$ cat src/rtl/timer_ctrl_pkg.sv
// Shared opcodes, FSM state encoding and small helpers for the timer controller.
// Pure definitions: no latency, no flow control.
package timer_ctrl_pkg;

    localparam logic [1:0] OP_LOAD_PERIOD   = 2'd0;
    localparam logic [1:0] OP_LOAD_PRESCALE = 2'd1;
    localparam logic [1:0] OP_START         = 2'd2;
    localparam logic [1:0] OP_STOP          = 2'd3;

    typedef enum logic [1:0] {
        ST_IDLE = 2'd0,
        ST_ARM  = 2'd1,
        ST_RUN  = 2'd2,
        ST_DONE = 2'd3
    } state_t;

    function automatic logic state_is_busy(input state_t st);
        return (st == ST_ARM) || (st == ST_RUN);
    endfunction

endpackage

$ cat src/rtl/tick_prescaler.sv
// Divides the clock into one-cycle ticks every prescale+1 enabled cycles; tick is combinational.
// clear wins over enable; no backpressure.
module tick_prescaler #(
    parameter int PRE_W = 4
) (
    input  logic             clk,
    input  logic             reset_n,
    input  logic             clear,
    input  logic             enable,
    input  logic [PRE_W-1:0] prescale,
    output logic             tick
);

    logic [PRE_W-1:0] pre_cnt_q;
    logic [PRE_W-1:0] pre_cnt_d;

    always_comb begin
        tick      = enable && (pre_cnt_q == prescale);
        pre_cnt_d = pre_cnt_q;
        if (clear) begin
            pre_cnt_d = '0;
        end else if (enable) begin
            // A prescale lowered below pre_cnt lets the counter wrap before ticking again.
            pre_cnt_d = tick ? '0 : pre_cnt_q + 1'b1;
        end
    end

    always_ff @(posedge clk or negedge reset_n) begin
        if (!reset_n) begin
            pre_cnt_q <= '0;
        end else begin
            pre_cnt_q <= pre_cnt_d;
        end
    end

endmodule

$ cat src/rtl/timer_ctrl.sv
// Programmable prescaled timer: one-shot/periodic terminal count with a tc pulse, commands take effect next cycle.
// cmd_ready drops only for the single ARM cycle; a held cmd_valid is accepted the cycle after.
module timer_ctrl
    import timer_ctrl_pkg::*;
#(
    parameter int WIDTH = 8,
    parameter int PRE_W = 4
) (
    input  logic             clk,
    input  logic             reset_n,
    input  logic             cmd_valid,
    output logic             cmd_ready,
    input  logic [1:0]       cmd_op,
    input  logic [WIDTH-1:0] cmd_data,
    output logic [WIDTH-1:0] count,
    output logic             busy,
    output logic             tc_pulse,
    output logic             done
);

    state_t             state_q, state_d;
    logic [WIDTH-1:0]   count_q, count_d;
    logic [WIDTH-1:0]   period_q, period_d;
    logic [PRE_W-1:0]   prescale_q, prescale_d;
    logic               periodic_q, periodic_d;

    logic               tick;
    logic               cmd_acc;
    logic               start_acc;
    logic               stop_acc;
    logic               load_per_acc;
    logic               load_pre_acc;
    logic               term_hit;
    logic               tc_fire;
    logic               pre_clear;
    logic               pre_enable;

    tick_prescaler #(
        .PRE_W    (PRE_W)
    ) u_prescaler (
        .clk      (clk),
        .reset_n  (reset_n),
        .clear    (pre_clear),
        .enable   (pre_enable),
        .prescale (prescale_q),
        .tick     (tick)
    );

    // Command decode and terminal-count detection.
    always_comb begin
        cmd_acc      = cmd_valid && cmd_ready;
        start_acc    = cmd_acc && (cmd_op == OP_START);
        stop_acc     = cmd_acc && (cmd_op == OP_STOP);
        load_per_acc = cmd_acc && (cmd_op == OP_LOAD_PERIOD);
        load_pre_acc = cmd_acc && (cmd_op == OP_LOAD_PRESCALE);
        term_hit     = (state_q == ST_RUN) && tick && (count_q >= period_q);
        // START/STOP landing on the terminal cycle swallow the event; LOADs do not.
        tc_fire      = term_hit && !start_acc && !stop_acc;
        pre_clear    = start_acc || (state_q == ST_ARM);
        pre_enable   = (state_q == ST_RUN);
    end

    // Next-state logic.
    always_comb begin
        state_d = state_q;
        unique case (state_q)
            ST_IDLE: if (start_acc) state_d = ST_ARM;
            ST_ARM:  state_d = ST_RUN;
            ST_RUN: begin
                if (start_acc) begin
                    state_d = ST_ARM;
                end else if (tc_fire && !periodic_q) begin
                    state_d = ST_DONE;
                end
            end
            ST_DONE: if (start_acc) state_d = ST_ARM;
            default: state_d = ST_IDLE;
        endcase
        if (stop_acc) begin
            state_d = ST_IDLE;
        end
    end

    // Datapath: configuration registers and the clear/increment counter.
    always_comb begin
        period_d   = load_per_acc ? cmd_data : period_q;
        prescale_d = load_pre_acc ? cmd_data[PRE_W-1:0] : prescale_q;
        periodic_d = start_acc ? cmd_data[0] : periodic_q;
        count_d    = count_q;
        if (start_acc || (state_q == ST_ARM)) begin
            count_d = '0;
        end else if ((state_q == ST_RUN) && tick && !stop_acc) begin
            if (tc_fire) begin
                count_d = periodic_q ? '0 : count_q;
            end else begin
                count_d = count_q + 1'b1;
            end
        end
    end

    // Outputs.
    always_comb begin
        cmd_ready = (state_q != ST_ARM);
        busy      = state_is_busy(state_q);
        done      = (state_q == ST_DONE);
        tc_pulse  = tc_fire;
        count     = count_q;
    end

    always_ff @(posedge clk or negedge reset_n) begin
        if (!reset_n) begin
            state_q    <= ST_IDLE;
            count_q    <= '0;
            period_q   <= '1;
            prescale_q <= '0;
            periodic_q <= 1'b0;
        end else begin
            state_q    <= state_d;
            count_q    <= count_d;
            period_q   <= period_d;
            prescale_q <= prescale_d;
            periodic_q <= periodic_d;
        end
    end

endmodule

$ cat config.mk
export PLATFORM = sky130hd
export DESIGN_NAME = timer_ctrl
export DESIGN_NICKNAME = d
export VERILOG_FILES = /design/src/rtl/timer_ctrl_pkg.sv /design/src/rtl/tick_prescaler.sv /design/src/rtl/timer_ctrl.sv
export SDC_FILE = /design/constraint.sdc
export NUM_CORES = 1
export LEC_CHECK = 0
export CORE_UTILIZATION = 45
export CTS_BUF_LIST = sky130_fd_sc_hd__clkbuf_8
export DETAILED_ROUTE_END_ITERATION = 16
export PLACE_DENSITY = 0.72
export SYNTH_ARGS = -nofsm -noshare
export SYNTH_HDL_FRONTEND = slang
export SYNTH_SLANG_ARGS = --single-unit
$ cat constraint.sdc
create_clock -name clk -period 4.2 [get_ports clk]
set_input_delay 0.42 -clock clk [delete_from_list [all_inputs] [get_ports clk]]
set_output_delay 0.42 -clock clk [all_outputs]
set_load 0.05 [all_outputs]
==> metrics.yaml, run 1 <==
power:
  finalPower_mw: 1.15
  power_density_nw_per_um2: 596
  max-vdd-ir-drop_uv: 255
  power.leakage_nw: 0.811
sta:
  worst_pin_slew_ns: 1.12
  tns_ns: 0
  hold_viol_final: 0
  post-route-min-period_ns: 3.32
  skew_ns: 0.00187
  period_share_pct: 78.9
  slew_viol_final: 0
  slew_headroom_pct: 25.3
  rsz0062_at_grt: "no"
  setup_viol: 0
  fmax_mhz: 302
logic_synthesis:
  synth_top_family_by_area: "simple AND/OR/NAND/NOR gates"
  synth_seq_area_share_pct: 43.4
  synth.mux.area_fraction_pct: 4.98
  synth_flop_cell: "dfrtp_1"
  synth_xor_area_share_pct: 3.88
  synth.net_count: 189
  yosys.area_share.simple_pct: 17.1
  synth.ff_latch_count: 27
  post_synth_fa_ha_maj_area_fraction_pct: 11.1
  syn_avg_cell_area_um2: 9.76
  synth_enable_flop_cells: 0
  synth-warning-count: 0
  synth_compound_area_share_pct: 15.6
  synth_cells: 162
  synth_cell_types: 34
  async_reset_ff_share_pct: 100
  syn_area_um2: 1580
cells_and_area:
  flow.area_growth_from_synthesis_pct: 22.2
  fin_util_pct: 57.4
  antenna_cells: 0
  fin_cells: 235
  finish.instance_area_um2: 1930
  layout.nets: 217
  drive_gt1_share_pct: 13.8
drt:
  first_pass_iters: 4
  first_iter_violations: 55
  wire_per_inst_um: 14.1
  routed_wl_mm: 3.32
  antenna_left: 0
  drc_errors: 0
  vias: 1242
  via_per_inst: 5.29
die:
  dieArea_um2: 3760
  die_h_um: 61.3
  fp.dieW_um: 61.3
  fp.coreArea_um2: 3360
  initial_core_util_pct: 47.0
  std_cell_rows: 21
  pin_count: 25
place:
  dp_hpwl_mm: 2.54
  gp_congestion: 0.796
  placed_cell_area_um2: 1890
  dpl.cell_count: 231
  portBuffers: 24
cts:
  cts_resized: 0
  clkSlewWorstSetupHoldPaths_ns: 0.10
  worst_skew_pair.late_latency_ns: 0.27
  clk_path_buf_depth: 2
  root_buffer: "clkbuf_8"
  cts_post_setup_buffers_inserted: 0
  clock_tree.htree_level_count: 1
  clkSinkCount: 27
  holdBufCountCts: 0
  cts_buffers: 3
  tritoncts: "built"
critical_path:
  cp_cell_sequence: "inv_1 -> ha_1 -> nand2_1 -> o41ai_2 -> nor2b_1 -> clkdlybuf4s50_1"
  max_stage_delay_ns: 0.82
  critical_path_arrival_ns: 2.90
  crit_required_ns: 3.78
  cp_slowest_cell: "clkdlybuf4s50_1"
  path_max_fanout: 6
  end_kind: "output port"
  worst-setup-path-type: "reg2out"
  startpoint_type: "flip-flop"
grt:
  track_usage_pct: 20.5
  grt_max_degree: 18
  grt_pass1_wl_mm: 5.53
  grt_pass1_vias: 1198
  grt_remaining_overflow: 0
  antenna_found_initial: 0
hold_path:
  hold_path_class: "in2async"
run:
  drv_cap: 0
outcome:
  outcome: "finished, final reports clean"
==> report_power, final <==
| group | internal, mW | switching (mW) |
|---|---|---|
| logic | 0.239 | 0.339 |
| clock network | 0.0666 | 0.0862 |
| registers | 0.354 | 0.0671 |
| total | 0.659 | 0.492 |
==> layer usage <==
layer	wire, µm	GRT usage, %	vias to the layer above
met5	0	0	-
met3	107	2.73	5
met4	37	7.47	0
met1	1550	26.0	599
met2	1620	35.6	23
li1	-	-	615
==> placed cells by master, fill, tap and decap left out, types with 2 or more instances in the layout <==
cell type	instances
inv_1	15
or3_1	3
a31oi_1	3
xnor2_1	6
clkbuf_8	3
nor2_1	9
clkdlybuf4s50_1	24
nand3_1	5
ha_1	14
o311ai_0	2
dfrtp_1	19
o21a_1	2
o21ai_0	15
mux2_2	7
a21oi_1	8
nand2_1	20
dfstp_2	8
and3_1	4
nor3_1	4
==> kinds of logic (layout without fill, tap and decap cells) <==
kind of cell | Yosys count | in the layout
multiplexers | 7 | 7
flip-flops | 27 | 27
buffers and inverters | 17 | 44
AO/OA/AOI/OAI | 37 | 37
AND/OR/NAND/NOR | 53 | 53
XOR/XNOR | 7 | 7
adder cells (fa/ha/maj) | 14 | 14
==> worst paths after layout <==
kind                                         start                      end  slack [ns]  cells past startpoint
setup / recovery           period_q[7]$_DFFE_PN1P_                 tc_pulse        0.88                      6
hold / removal                             reset_n     count[6]$_DFFE_PN0P_        0.47                      1
setup reg to reg              count[0]$_DFFE_PN0P_     count[4]$_DFFE_PN0P_        1.81                      8
hold reg to reg            period_q[4]$_DFFE_PN1P_  period_q[4]$_DFFE_PN1P_        0.51                      2
max in group asynchronous                  reset_n  period_q[6]$_DFFE_PN1P_        3.04                      2
min in group clk           period_q[4]$_DFFE_PN1P_  period_q[4]$_DFFE_PN1P_        0.51                      2
==> state kept, by name, indices dropped and copies added, names as in the netlist <==
signal                 cells
u_prescaler.pre_cnt_q      4
prescale_q                 4
state_q                    2
periodic_q                 1
period_q                   8
count                      8
==> final cells by class <==
type / count / area, µm²
Inverter: 15 / 56.3
Clock inverter: 1 / 5.00
Tap cell: 46 / 57.6
Timing Repair Buffer: 25 / 248
Sequential cell: 27 / 686
Multi-Input combinational cell: 118 / 838
Clock buffer: 3 / 41.3
Fill cell: 314 / 1430
==> cell usage after synthesis, drive strengths merged (2+ instances only) <==
cell type  count  share of area (%)
nand2         20                4.7
dfrtp         19                 30
o21ai         16                5.1
inv           15                3.6
ha            14                 11
nor2           9                2.1
a21oi          8                2.5
dfstp          8                 13
mux2           7                5.0
xnor2          6                3.3
nand3          5                1.6
and3           4                1.6
nor3           4                1.3
or3            4                1.9
a31oi          3                1.2
clkbuf         2               0.47
nand2b         2                1.3
o21a           2               0.95
o311ai         2                1.1
==> critical path, delay by kind of cell (launching register included) <==
family / cells / cell delay (ns)
AOI/OAI and AO/OA: 1 / 0.62
adders and majority gates: 1 / 0.29
buffers and inverters: 2 / 0.86
DFF: 1 / 0.53
and+or+nand+nor: 2 / 0.33
==> per-stage QoR <==
stage / setup slack [ns] / hold slack (ns)
after floorplan: 1.33 / 0.124
after global placement: 1.30 / 0.499
after detailed placement: 1.22 / 0.499
after CTS: 0.875 / 0.484
after global routing: 0.722 / 0.502
final: 0.885 / 0.468
Note: power is estimated with default switching activity, not from simulation.
==> run 2, diff against run 1 <==
--- a/config.mk
+++ b/config.mk
@@ -8,7 +8,7 @@
 export CORE_UTILIZATION = 45
 export CTS_BUF_LIST = sky130_fd_sc_hd__clkbuf_8
 export DETAILED_ROUTE_END_ITERATION = 16
-export PLACE_DENSITY = 0.72
+export PLACE_DENSITY = 0.74
 export SYNTH_ARGS = -nofsm -noshare
 export SYNTH_HDL_FRONTEND = slang
 export SYNTH_SLANG_ARGS = --single-unit
==> constraint.sdc (replaced) <==
create_clock -name clk -period 3 [get_ports clk]
set_input_delay 0.3 -clock clk [delete_from_list [all_inputs] [get_ports clk]]
set_output_delay 0.3 -clock clk [all_outputs]
set_load 0.05 [all_outputs]
==> run 2 against run 1 <==
Cell count increased by 1.3%. Via count rose by 3.1%. Flip-flop and latch count unchanged. Clock power up 35%. Sequential share of layout area is 0.34 points lower. Wire length grew 1.9%. Die area unchanged. Clock-buffer cell count did not move. Total power up 40%. Critical path type unchanged. Largest cell class unchanged. Largest power group unchanged.
==> metrics.yaml, run 2 (synthesized netlist as in run 1, its figures left out) <==
sta:
  slew_headroom_pct: 33.1  # was 25.3%
  hold_viol_final: 0  # unchanged
  post-route-min-period_ns: 2.60
  fmax_mhz: 385
  setup_viol: 0  # unchanged
  setup_slack_ns: 0.405  # was 0.885 ns
  skew_ns: 0.00438  # was 0.00187 ns
  slew_viol_final: 0  # unchanged
  rsz0062_at_grt: "no"  # unchanged
  period_share_pct: 86.5
  tns_ns: 0  # unchanged
  worst_pin_slew_ns: 1.00  # was 1.12 ns
place:
  dpl.cell_count: 234  # was 231
  dpl_worst_slack_ns: 0.629  # was 1.22 ns
  dp_hpwl_mm: 2.60  # was 2.54 mm
  gp_congestion: 0.790  # was 0.796
  portBuffers: 24  # unchanged
power:
  comb_power_share_pct: 50.6  # was 50.2%
  internal_power_mw: 0.924  # was 0.659 mW
  power.leakage_nw: 0.830  # was 0.811 nW
  power_switching_mw: 0.686  # was 0.492 mW
  switching_share_pct: 42.6  # was 42.7%
  pwr-share-seq_pct: 36.7  # was 36.6%
  max-vdd-ir-drop_uv: 340  # was 255 µV
  power_density_nw_per_um2: 826  # was 596 nW/µm²
  p_clk_share_pct: 12.8  # was 13.3%
die:
  initial_core_util_pct: 47.0  # unchanged
  fp.coreArea_um2: 3360  # unchanged
  std_cell_rows: 21  # unchanged
  pin_count: 25  # unchanged
  die_h_um: 61.3  # unchanged
  fp.dieW_um: 61.3  # unchanged
  dieArea_um2: 3760  # unchanged
grt:
  track_usage_pct: 21.1  # was 20.5%
  grt_pass1_wl_mm: 5.61  # was 5.53 mm
  grt_remaining_overflow: 0  # unchanged
  grt_max_degree: 23  # was 18
  grt_pass1_vias: 1316  # was 1198
  antenna_found_initial: 0  # unchanged
drt:
  drc_errors: 0  # unchanged
  vias: 1280  # was 1242
  via_per_inst: 5.38  # was 5.29
  routed_wl_mm: 3.38  # was 3.32 mm
  first_iter_violations: 51  # was 55
  first_pass_iters: 4  # unchanged
  antenna_left: 0  # unchanged
  wire_per_inst_um: 14.2  # was 14.1 µm
cts:
  worst_skew_pair.late_latency_ns: 0.27  # about the same
  root_buffer: "clkbuf_8"  # unchanged
  clkSinkCount: 27  # unchanged
  cts_post_setup_buffers_inserted: 0  # unchanged
  clock_tree.htree_level_count: 1  # unchanged
  cts_resized: 0  # unchanged
  cts_buffers: 3  # unchanged
  clkSlewWorstSetupHoldPaths_ns: 0.09  # was 0.10 ns
  clk_path_buf_depth: 2  # unchanged
  holdBufCountCts: 0  # unchanged
  tritoncts: "built"  # unchanged
cells_and_area:
  drive_gt1_share_pct: 15.1  # was 13.8%
  flow.area_growth_from_synthesis_pct: 23.3  # was 22.2%
  fin_util_pct: 58.0  # was 57.4%
  area.sequential_um2: 686  # unchanged
  mostFrequentLayoutCell: "clkdlybuf4s50_1"  # unchanged
  fillCellCount: 307  # was 314
  fin_cells: 238  # was 235
  final_cell_mix: "clkdlybuf4s50_1, nand2_1, dfrtp_1, inv_1, o21ai_0"  # unchanged
  antenna_cells: 0  # unchanged
  multi_input_area_um2: 838  # unchanged
  layout.nets: 220  # was 217
run:
  drv_cap: 0  # unchanged
critical_path:
  end_kind: "output port"  # unchanged
  critical_path_arrival_ns: 2.30  # was 2.90 ns
  startpoint_type: "flip-flop"  # unchanged
  path_max_fanout: 6  # unchanged
  crit_required_ns: 2.70  # was 3.78 ns
  worst-setup-path-type: "reg2out"  # unchanged
hold_path:
  hold_path_class: "reg2reg"  # was in2async
outcome:
  outcome: "finished, final reports clean"  # unchanged
[run 2: cell count changes in the layout (fill, tap and decap cells not counted)]
cell,before,now
buf_4,1,5
clkdlybuf4s50_1,24,23
clkinv_2,1,0
inv_1,15,16
[run 2: path summary, 6_finish.rpt]
kind / start / to / slack, ns / cells past startpoint
hold / removal: period_q[5]$_DFFE_PN1P_ / period_q[5]$_DFFE_PN1P_ / 0.51 / 2
hold reg to reg: period_q[5]$_DFFE_PN1P_ / period_q[5]$_DFFE_PN1P_ / 0.51 / 2
setup reg to reg: count[0]$_DFFE_PN0P_ / count[4]$_DFFE_PN0P_ / 0.61 / 8
min in group asynchronous: reset_n / count[5]$_DFFE_PN0P_ / 0.57 / 1
setup / recovery: period_q[7]$_DFFE_PN1P_ / tc_pulse / 0.40 / 6
max in group asynchronous: reset_n / period_q[5]$_DFFE_PN1P_ / 1.69 / 2
[run 2: final cells by class]
type	instances	area share, %
multi-input cells	118	43.0
inverters	15	2.89
clock buffers	3	2.12
clock inverters	1	0.192
repair buffers	28	13.7
flip-flops and latches	27	35.2
well taps	46	2.95
[run 2: power groups by stage]
stage	sequential [mW]	combinational (mW)	clock [mW]
floorplan	0.619	0.563	0
global placement	0.588	0.784	0
detailed placement	0.600	0.811	0
CTS	0.592	0.818	0.213
global route	0.606	0.906	0.229
finish	0.590	0.814	0.206
[run 2: worst max-delay path: stages (launching register included)]
cell     delay (ns)
dfstp_2        0.53
inv_1          0.05
ha_1           0.29
nand2_1        0.09
o41ai_2        0.60
nor2b_1        0.25
buf_4          0.22
[run 2: per-layer routing]
layer,global-route usage [%],share of wire (%)
met1,24.1,43
met2,37.0,50
met3,3.78,3.6
met4,12.0,3.0
met5,0,0
[run 2: through the flow]
step / hold WS, ns / power (mW) / area [µm²]
global route: 0.561 / 1.74 / 1950
floorplan: 0.00441 / 1.18 / 1580
detailed placement: 0.504 / 1.41 / 1910
global placement: 0.506 / 1.37 / 1910
CTS: 0.517 / 1.62 / 1950
finish: 0.512 / 1.61 / 1950
==> run 3, diff against run 2 <==
==> constraint.sdc (replaced) <==
create_clock -name clk -period 3 [get_ports clk]
set_input_delay 0.45 -clock clk [delete_from_list [all_inputs] [get_ports clk]]
set_output_delay 0.45 -clock clk [all_outputs]
set_load 0.05 [all_outputs]
==> run 3 against run 2 <==
Die area stayed put. Worst setup slack got worse by 0.15 ns. Worst hold slack improved by 0.00091 ns. Combinational power hardly changed. Clock-buffer cell count stayed put. Largest cell class unchanged.
==> metrics.yaml, run 3 (synthesized netlist as in run 1, its figures left out) <==
grt:
  use_met3_pct: 2.52  # was 3.78%
  track_usage_pct: 18.7  # was 21.1%
  grt_pass1_vias: 1183  # was 1316
  busiest_layer: "met2"  # unchanged
  grtUsageMet2_pct: 32.3  # was 37.0%
  antenna_found_initial: 0  # unchanged
  grt_max_degree: 28  # was 23
  grt_remaining_overflow: 0  # unchanged
  grtUsageMet1_pct: 23.2  # was 24.1%
  grt_pass1_wl_mm: 5.06  # was 5.61 mm
critical_path:
  cp_cell_sequence: "inv_1 -> ha_1 -> nand2b_4 -> a2111oi_4 -> o41ai_2 -> nor2b_1 -> buf_12"  # was inv_1 -> ha_1 -> nand2_1 -> o41ai_2 -> nor2b_1 -> buf_4
  end_kind: "output port"  # unchanged
  path_max_fanout: 6  # unchanged
  max_stage_delay_ns: 0.55  # was 0.60 ns
  critical_path_arrival_ns: 2.30  # about the same
  startpoint_type: "flip-flop"  # unchanged
  worst-setup-path-type: "reg2out"  # unchanged
  cp_slowest_cell: "o41ai_2"  # unchanged
  crit_required_ns: 2.55  # was 2.70 ns
cells_and_area:
  final_cell_mix: "clkdlybuf4s50_1, nand2_1, dfrtp_1, inv_1, o21ai_0"  # unchanged
  layout.nets: 219  # was 220
  antenna_cells: 0  # unchanged
  mostFrequentLayoutCell: "clkdlybuf4s50_1"  # unchanged
  fillCellCount: 303  # was 307
  flow.area_growth_from_synthesis_pct: 23.9  # was 23.3%
  drive_gt1_share_pct: 15.2  # was 15.1%
drt:
  via_per_inst: 5.37  # was 5.38
  first_pass_iters: 4  # unchanged
  antenna_left: 0  # unchanged
  wire_per_inst_um: 13.9  # was 14.2 µm
  first_iter_violations: 74  # was 51
  vias: 1272  # was 1280
  drc_errors: 0  # unchanged
  routed_wl_mm: 3.30  # was 3.38 mm
cts:
  clkSlewWorstSetupHoldPaths_ns: 0.10  # was 0.09 ns
  cts_post_setup_buffers_inserted: 0  # unchanged
  clkSinkCount: 27  # unchanged
  worst_skew_pair.late_latency_ns: 0.28  # was 0.27 ns
  clk_path_buf_depth: 2  # unchanged
  tritoncts: "built"  # unchanged
  root_buffer: "clkbuf_8"  # unchanged
  cts_buffers: 3  # unchanged
  holdBufCountCts: 0  # unchanged
  clock_tree.htree_level_count: 1  # unchanged
  cts_resized: 0  # unchanged
die:
  fp.dieW_um: 61.3  # unchanged
  pin_count: 25  # unchanged
  fp.coreArea_um2: 3360  # unchanged
  std_cell_rows: 21  # unchanged
  dieArea_um2: 3760  # unchanged
  die_h_um: 61.3  # unchanged
  initial_core_util_pct: 47.0  # unchanged
sta:
  setup_viol: 0  # unchanged
  post-route-min-period_ns: 2.75  # was 2.60 ns
  fmax_mhz: 364  # was 385 MHz
  hold_viol_final: 0  # unchanged
  rsz0062_at_grt: "no"  # unchanged
  setup_slack_ns: 0.252  # was 0.405 ns
  skew_ns: 0.00169  # was 0.00438 ns
  tns_ns: 0  # unchanged
  slew_headroom_pct: 61.6  # was 33.1%
  slew_viol_final: 0  # unchanged
  worst_pin_slew_ns: 0.569  # was 1.00 ns
  period_share_pct: 91.6  # was 86.5%
power:
  max-vdd-ir-drop_uv: 397  # was 340 µV
  power.leakage_nw: 0.822  # was 0.830 nW
  power_density_nw_per_um2: 825  # was 826 nW/µm²
place:
  portBuffers: 24  # unchanged
  dpl_worst_slack_ns: 0.551  # was 0.629 ns
  dp_hpwl_mm: 2.50  # was 2.60 mm
  gp_congestion: 0.771  # was 0.790
run:
  drv_cap: 0  # unchanged
outcome:
  outcome: "finished, final reports clean"  # unchanged
hold_path:
  hold_path_class: "reg2reg"  # unchanged
==> run 3: changes by cell type in the layout (fill, tap and decap cells not counted), sizes merged <==
cell | previous run | this run
clkinvlp | 0 | 1
buf | 5 | 4
inv | 16 | 15
==> run 3: metal layers <==
metal / vias up / part of all wire, % / wire length, µm
met3: 5 / 3.1 / 103
met2: 26 / 50 / 1640
met4: 0 / 1.5 / 50
met1: 618 / 45 / 1500
met5: - / 0 / 0
li1: 623 / - / -
==> run 3: final timing paths <==
path | to | slack (ns) | start | cells past startpoint
min in group asynchronous | count[6]$_DFFE_PN0P_ | 0.54 | reset_n | 2
max in group asynchronous | period_q[2]$_DFFE_PN1P_ | 2.16 | reset_n | 2
setup / recovery | tc_pulse | 0.25 | count[0]$_DFFE_PN0P_ | 7
hold reg to reg | period_q[1]$_DFFE_PN1P_ | 0.51 | period_q[1]$_DFFE_PN1P_ | 2
setup reg to reg | count[3]$_DFFE_PN0P_ | 0.53 | count[0]$_DFFE_PN0P_ | 8
hold / removal | period_q[1]$_DFFE_PN1P_ | 0.51 | period_q[1]$_DFFE_PN1P_ | 2
==> run 3: stage by stage <==
stage / hold slack (ns) / cells / power (mW) / utilization [%] / area (µm²)
finish: 0.513 / 237 / 1.62 / 58.3 / 1960
global route: 0.538 / 237 / 1.73 / 58.3 / 1960
CTS: 0.518 / 237 / 1.63 / 58.3 / 1960
detailed placement: 0.499 / 233 / 1.41 / 56.8 / 1910
global placement: 0.495 / 233 / 1.37 / 56.8 / 1910
floorplan: 0.154 / 162 / 1.18 / - / 1580
==> run 3: cell type report <==
class                           instances  area, µm²  share of cell area, %
Multi-Input combinational cell        118        838                   42.8
Sequential cell                        27        686                   35.0
Timing Repair Buffer                   27        273                   13.9
Tap cell                               46       57.6                   2.94
Inverter                               15       56.3                   2.87
Clock buffer                            3       41.3                   2.11
Clock inverter                          1       7.51                  0.383
==> run 3: worst max-delay path, delay by kind of cell (launching register included) <==
kind                     cells  cell delay, ns
AND/OR/NAND/NOR              2            0.42
flip-flops                   1            0.45
buffers and inverters        2            0.25
adder cells (fa/ha/maj)      1            0.29
AO/OA/AOI/OAI                2            0.62
==> run 3: report_power, final <==
part	leakage [nW]	internal (mW)	switching, mW	total [mW]
clock	0.0217	0.0946	0.122	0.216
combinational	0.475	0.336	0.478	0.813
sequential	0.325	0.495	0.0923	0.588
total	0.822	0.926	0.692	1.62
